`config.mk`:
```
export PLATFORM = sky130hd
export DESIGN_NAME = seg7_scan_mux
export DESIGN_NICKNAME = d
export VERILOG_FILES = /design/src/rtl/seg7_scan_mux.sv
export SDC_FILE = /design/constraint.sdc
export NUM_CORES = 1
export LEC_CHECK = 0
export CAP_MARGIN = 20
export CORE_MARGIN = 2
export CORE_UTILIZATION = 55
export CTS_BUF_LIST = sky130_fd_sc_hd__clkbuf_4
export CTS_CLUSTER_DIAMETER = 50
export DETAILED_ROUTE_END_ITERATION = 10
export GPL_TIMING_DRIVEN = 0
export PLACE_DENSITY = 0.77
export SLEW_MARGIN = 25
export SYNTH_ARGS = -nofsm -noshare
export SYNTH_HDL_FRONTEND = slang
export SYNTH_SLANG_ARGS = --single-unit
```
`constraint.sdc`:
```
create_clock -name clk -period 4.6 [get_ports clk]
set_input_delay 0.92 -clock clk [delete_from_list [all_inputs] [get_ports clk]]
set_output_delay 0.92 -clock clk [all_outputs]
set_load 0.1 [all_outputs]
```
`src/rtl/seg7_scan_mux.sv`:
```
// Four-digit multiplexed 7-segment driver: prescaled digit scan with a blanking guard
// at each slot start, and shadow pattern registers that swap only at frame boundaries.
module seg7_scan_mux #(
  parameter int DIV   = 8,
  parameter int BLANK = 2
) (
  input  logic       clk,
  input  logic       rst_syn,
  input  logic [7:0] seg0,
  input  logic [7:0] seg1,
  input  logic [7:0] seg2,
  input  logic [7:0] seg3,
  input  logic       upd,
  input  logic [3:0] en_mask,
  output logic [7:0] seg_out,
  output logic [3:0] an_out,
  output logic       frame_done,
  output logic       upd_ack
);

  localparam int DATA_W = 8;
  localparam int CW     = $clog2(DIV);
  localparam logic [CW-1:0]     CNT_LAST  = CW'(DIV - 1);
  localparam logic [CW-1:0]     CNT_BLANK = CW'(BLANK);
  localparam logic [DATA_W-1:0] SEG_OFF   = '1;
  localparam logic [3:0]        AN_OFF    = 4'hF;

  logic [CW-1:0]     cnt_p0;
  logic [1:0]        idx_p0;
  logic [DATA_W-1:0] active_p0  [4];
  logic [DATA_W-1:0] pending_p0 [4];
  logic [DATA_W-1:0] seg_in     [4];
  logic              pend_p0;
  logic              boundary;
  logic              xfer;
  logic [DATA_W-1:0] seg_nxt;
  logic [3:0]        an_nxt;
  logic [DATA_W-1:0] seg_p1;
  logic [3:0]        an_p1;
  logic              frame_p1;
  logic              ack_p1;

  // Drive only past the guard window and only when the current digit is enabled.
  function automatic logic slot_drive(input logic [CW-1:0] c, input logic [3:0] mask,
                                      input logic [1:0] i);
    return (c >= CNT_BLANK) && mask[i];
  endfunction

  assign seg_in[0] = seg0;
  assign seg_in[1] = seg1;
  assign seg_in[2] = seg2;
  assign seg_in[3] = seg3;

  assign boundary = (cnt_p0 == CNT_LAST) && (idx_p0 == 2'd3);
  assign xfer     = boundary && (upd || pend_p0);

  // ---- stage p0: scan counters and pattern registers ----
  always_ff @(posedge clk) begin
    if (rst_syn) begin
      cnt_p0 <= '0;
      idx_p0 <= '0;
    end else if (cnt_p0 == CNT_LAST) begin
      cnt_p0 <= '0;
      idx_p0 <= idx_p0 + 2'd1;
    end else begin
      cnt_p0 <= cnt_p0 + CW'(1);
    end
  end

  always_ff @(posedge clk) begin
    if (rst_syn) begin
      for (int i = 0; i < 4; i++) begin
        active_p0[i]  <= SEG_OFF;
        pending_p0[i] <= SEG_OFF;
      end
      pend_p0 <= 1'b0;
    end else if (boundary) begin
      // A strobe landing on the boundary bypasses the shadow and wins over older pending data.
      if (upd) begin
        for (int i = 0; i < 4; i++) active_p0[i] <= seg_in[i];
      end else if (pend_p0) begin
        for (int i = 0; i < 4; i++) active_p0[i] <= pending_p0[i];
      end
      pend_p0 <= 1'b0;
    end else if (upd) begin
      for (int i = 0; i < 4; i++) pending_p0[i] <= seg_in[i];
      pend_p0 <= 1'b1;
    end
  end

  always_comb begin
    seg_nxt = SEG_OFF;
    an_nxt  = AN_OFF;
    if (slot_drive(cnt_p0, en_mask, idx_p0)) begin
      seg_nxt = active_p0[idx_p0];
      an_nxt  = ~(4'b0001 << idx_p0);
    end
  end

  // ---- stage p1: registered outputs ----
  always_ff @(posedge clk) begin
    if (rst_syn) begin
      seg_p1   <= SEG_OFF;
      an_p1    <= AN_OFF;
      frame_p1 <= 1'b0;
      ack_p1   <= 1'b0;
    end else begin
      seg_p1   <= seg_nxt;
      an_p1    <= an_nxt;
      frame_p1 <= boundary;
      ack_p1   <= xfer;
    end
  end

  assign seg_out    = seg_p1;
  assign an_out     = an_p1;
  assign frame_done = frame_p1;
  assign upd_ack    = ack_p1;

endmodule
```
==> out/results.txt, run 1 <==
Status - complete, no violations
Crit. End Element - primary output
Total GRT Usage - 22.1%
Critical Path RT - 3680 ps
VDD IR-drop max - 0.000234 V
Reg clk slew, reported paths - 130 ps
Slew @ Worst Pin - 969 ps
Period utilization - 61.0%
Util after Layout - 67.0%
Post-layout instance area - 0.00450 mm2
Tmin final - 2810 ps
Antenna Nets Post-Route - 0
CP max stage delay - 1120 ps
RSZ-0062 raised after global routing - false
Final hold viol count - 0
Port buffer count - 51
CTS sink count - 84
Total Power - 1370 uW
Syn nets - 321
Netlist Area Pre-Place - 0.00376 mm2
Post-CTS sizing - 0
Die width - 86.7 um
WL/cell - 18.3 um
Fin Hold WS - 456 ps
Placer congestion estimate - 0.867
R2R depth - 5
Hold endpoint - cnt_p0[0]
Starting Density - 56.0%
CP Launch Type - flop
Synthesized instance count - 275
Setup Buffers After CTS - 0
First-pass GRT wire length - 12200 um
CTS Root Cell - clkbuf_4
Worst reg2reg endpoint - active_p0[0][0]
Full die area - 0.00752 mm2
Most frequent cells in the layout - edfxtp_1 (64), clkdlybuf4s50_1 (51), nand3b_1 (33), nor2b_1 (25), nor3b_1 (25)
Num rows - 30
Detailed-route via count - 2480
#FFs+latches synth - 84
Syn_area_per_cell - 13.7 um2
Area Overhead vs Synth - 19.7%
Pleak - 0.00128 uW
Initial antenna violation count - 0
F_max - 356 MHz
Crit Path Category - reg -> out
Final setup fails - 0
Core area - 0.00672 mm2
Layout Nets - 383
Clock latency on the worst-skew pair - 430 ps
Critical R2R Launch - cnt_p0[1]
Setup tns final - 0 ps
Synth cell types - 28
Worst hold path type - reg -> reg
1st-iter DRT viols - 247
Hold path cells - 1
Vias in the first global route - 2335
CTS HTree Levels - 3
CTS tree - done
Vias per cell - 5.88
CP delay by family, top - buffers and inverters
R2r setup slk - 2220 ps
Critical Path AT - 1890 ps
Max-Cap Viols - 0
Die Ht - 86.7 um
Layout cell share with drive strength beyond 1 - 8.19%
CP max-delay cell - clkdlybuf4s50_1
Drt pass-1 iters - 5
Crit path cell chain - clkdlybuf4s50_1
Clk buf depth - 2
Final Skew - 14.9 ps
Largest net degree at the start of global routing - 33
Slew margin rel. - 35.2%
Final Max Tran Viols - 0
Most common cell after layout, fill and taps aside - edfxtp_1
Hold_buf cts - 0
Number of CTS-inserted buffers - 9
Crit path max fanout - 1
I/O pin cnt - 53
Final WL - 7710 um
Sequential area share after synthesis - 61.7%
Placed cell area - 0.00437 mm2
Hold path startpoint - cnt_p0[0]
DP HPWL - 5380 um
Pwr dens - 305 mW/mm2
Ys Warns - 0
# DRC - 0
Worst path bufs/invs - 1
ANT cells - 0
Grt ovf - 0
## final cells by class
type	instances	area, um2
repair buffers	51	510
fillers	517	2210
clock inverters	6	55.1
well taps	80	100
flip-flops and latches	84	2320
multi-input cells	162	1320
clock buffers	10	75.1
plain buffers	25	105
inverters	4	15.0
## worst reg2reg max path: cells and delay by family (launching register included)
kind,cells,cell delay (ps)
compound gates,1,830
fa+ha+maj,2,280
buf+inv,1,200
flops,1,390
simple gates,1,290
## cell usage after synthesis
cell | instances | share of area [%]
mux4_2 | 8 | 4.8
mux2i_1 | 1 | 0.27
inv_1 | 4 | 0.40
buf_1 | 1 | 0.10
nand3b_1 | 33 | 6.6
or4b_1 | 8 | 2.1
clkbuf_1 | 20 | 2.0
nand4b_1 | 5 | 1.2
a211oi_1 | 1 | 0.20
o21ai_0 | 24 | 3.2
buf_6 | 1 | 0.30
mux4_1 | 1 | 0.70
o21bai_1 | 4 | 0.80
nor2b_1 | 25 | 4.2
xnor2_1 | 1 | 0.23
clkbuf_2 | 1 | 0.13
nand2_1 | 1 | 0.10
nand2b_1 | 1 | 0.17
buf_2 | 2 | 0.27
a21o_1 | 1 | 0.20
dfxtp_1 | 20 | 11
or3_1 | 1 | 0.17
ha_1 | 7 | 2.3
edfxtp_1 | 64 | 51
o32a_1 | 8 | 2.1
nor2_1 | 4 | 0.40
nor3_1 | 3 | 0.40
nor3b_1 | 25 | 5.0
## stage by stage
step | setup slack, ps | instances
floorplan | 2050 | 275
global placement | 1270 | 406
detailed placement | 1490 | 406
CTS | 1770 | 422
global route | 1740 | 422
finish | 1790 | 422
## worst max path at each step
stage | from | cells after the start | slack (ps) | endpoint
finish | upd_ack | 1 | 1790 | upd_ack
floorplan | upd | 3 | 2050 | pending_p0[0][0]
detailed placement | rst_syn | 4 | 1490 | active_p0[1][6]
global placement | rst_syn | 3 | 1270 | pending_p0[2][1]
global route | an_out[1] | 1 | 1740 | an_out[1]
CTS | an_out[1] | 1 | 1770 | an_out[1]
## report_power, final
part           internal, uW  switching, uW
logic                  57.9           61.6
clock network           168            243
registers               835           7.75
total                  1060            312
## layer usage
layer  global-route usage (%)  vias to the layer above  wire length (um)
met1                     29.7                     1192              3340
met2                     35.3                      100              3720
met3                     3.62                       15               447
met5                        0                        -                 0
li1                         -                     1173                 -
met4                     10.5                        0               199
## kinds of logic (layout without fill, tap and decap cells)
kind of cell	after synthesis	in the layout	share of synthesized area, %
DFF	84	84	61.7
muxes	10	10	5.75
adders and majority gates	7	7	2.33
xor gates and xnor gates	1	1	0.233
buffers and inverters	29	96	3.19
and+or+nand+nor	106	106	20.3
AOI/OAI and AO/OA	38	38	6.52
## state kept, by name (all words and copies together) (netlist names)
name	count
active_p0	32
pending_p0	32
seg_out	8
an_out	4
cnt_p0	3
idx_p0	2
frame_done	1
pend_p0	1
upd_ack	1
Power figures use the tool's default switching activity.
==> run 2: changes to the inputs <==
clock period = 2.7 ns   (was 4.6 ns; I/O delays follow)
==> results of run 2 <==
Same layout as run 1 (identical final DEF). Status: complete, no violations.
Among the figures that moved: setup slack after placement 1490 ps -> -31.3 ps; setup slack after layout 1790 ps -> 274 ps; register-to-register setup slack 2220 ps -> 320 ps; total power 1370 uW -> 2340 uW; worst IR drop on VDD 0.000234 V -> 0.000398 V
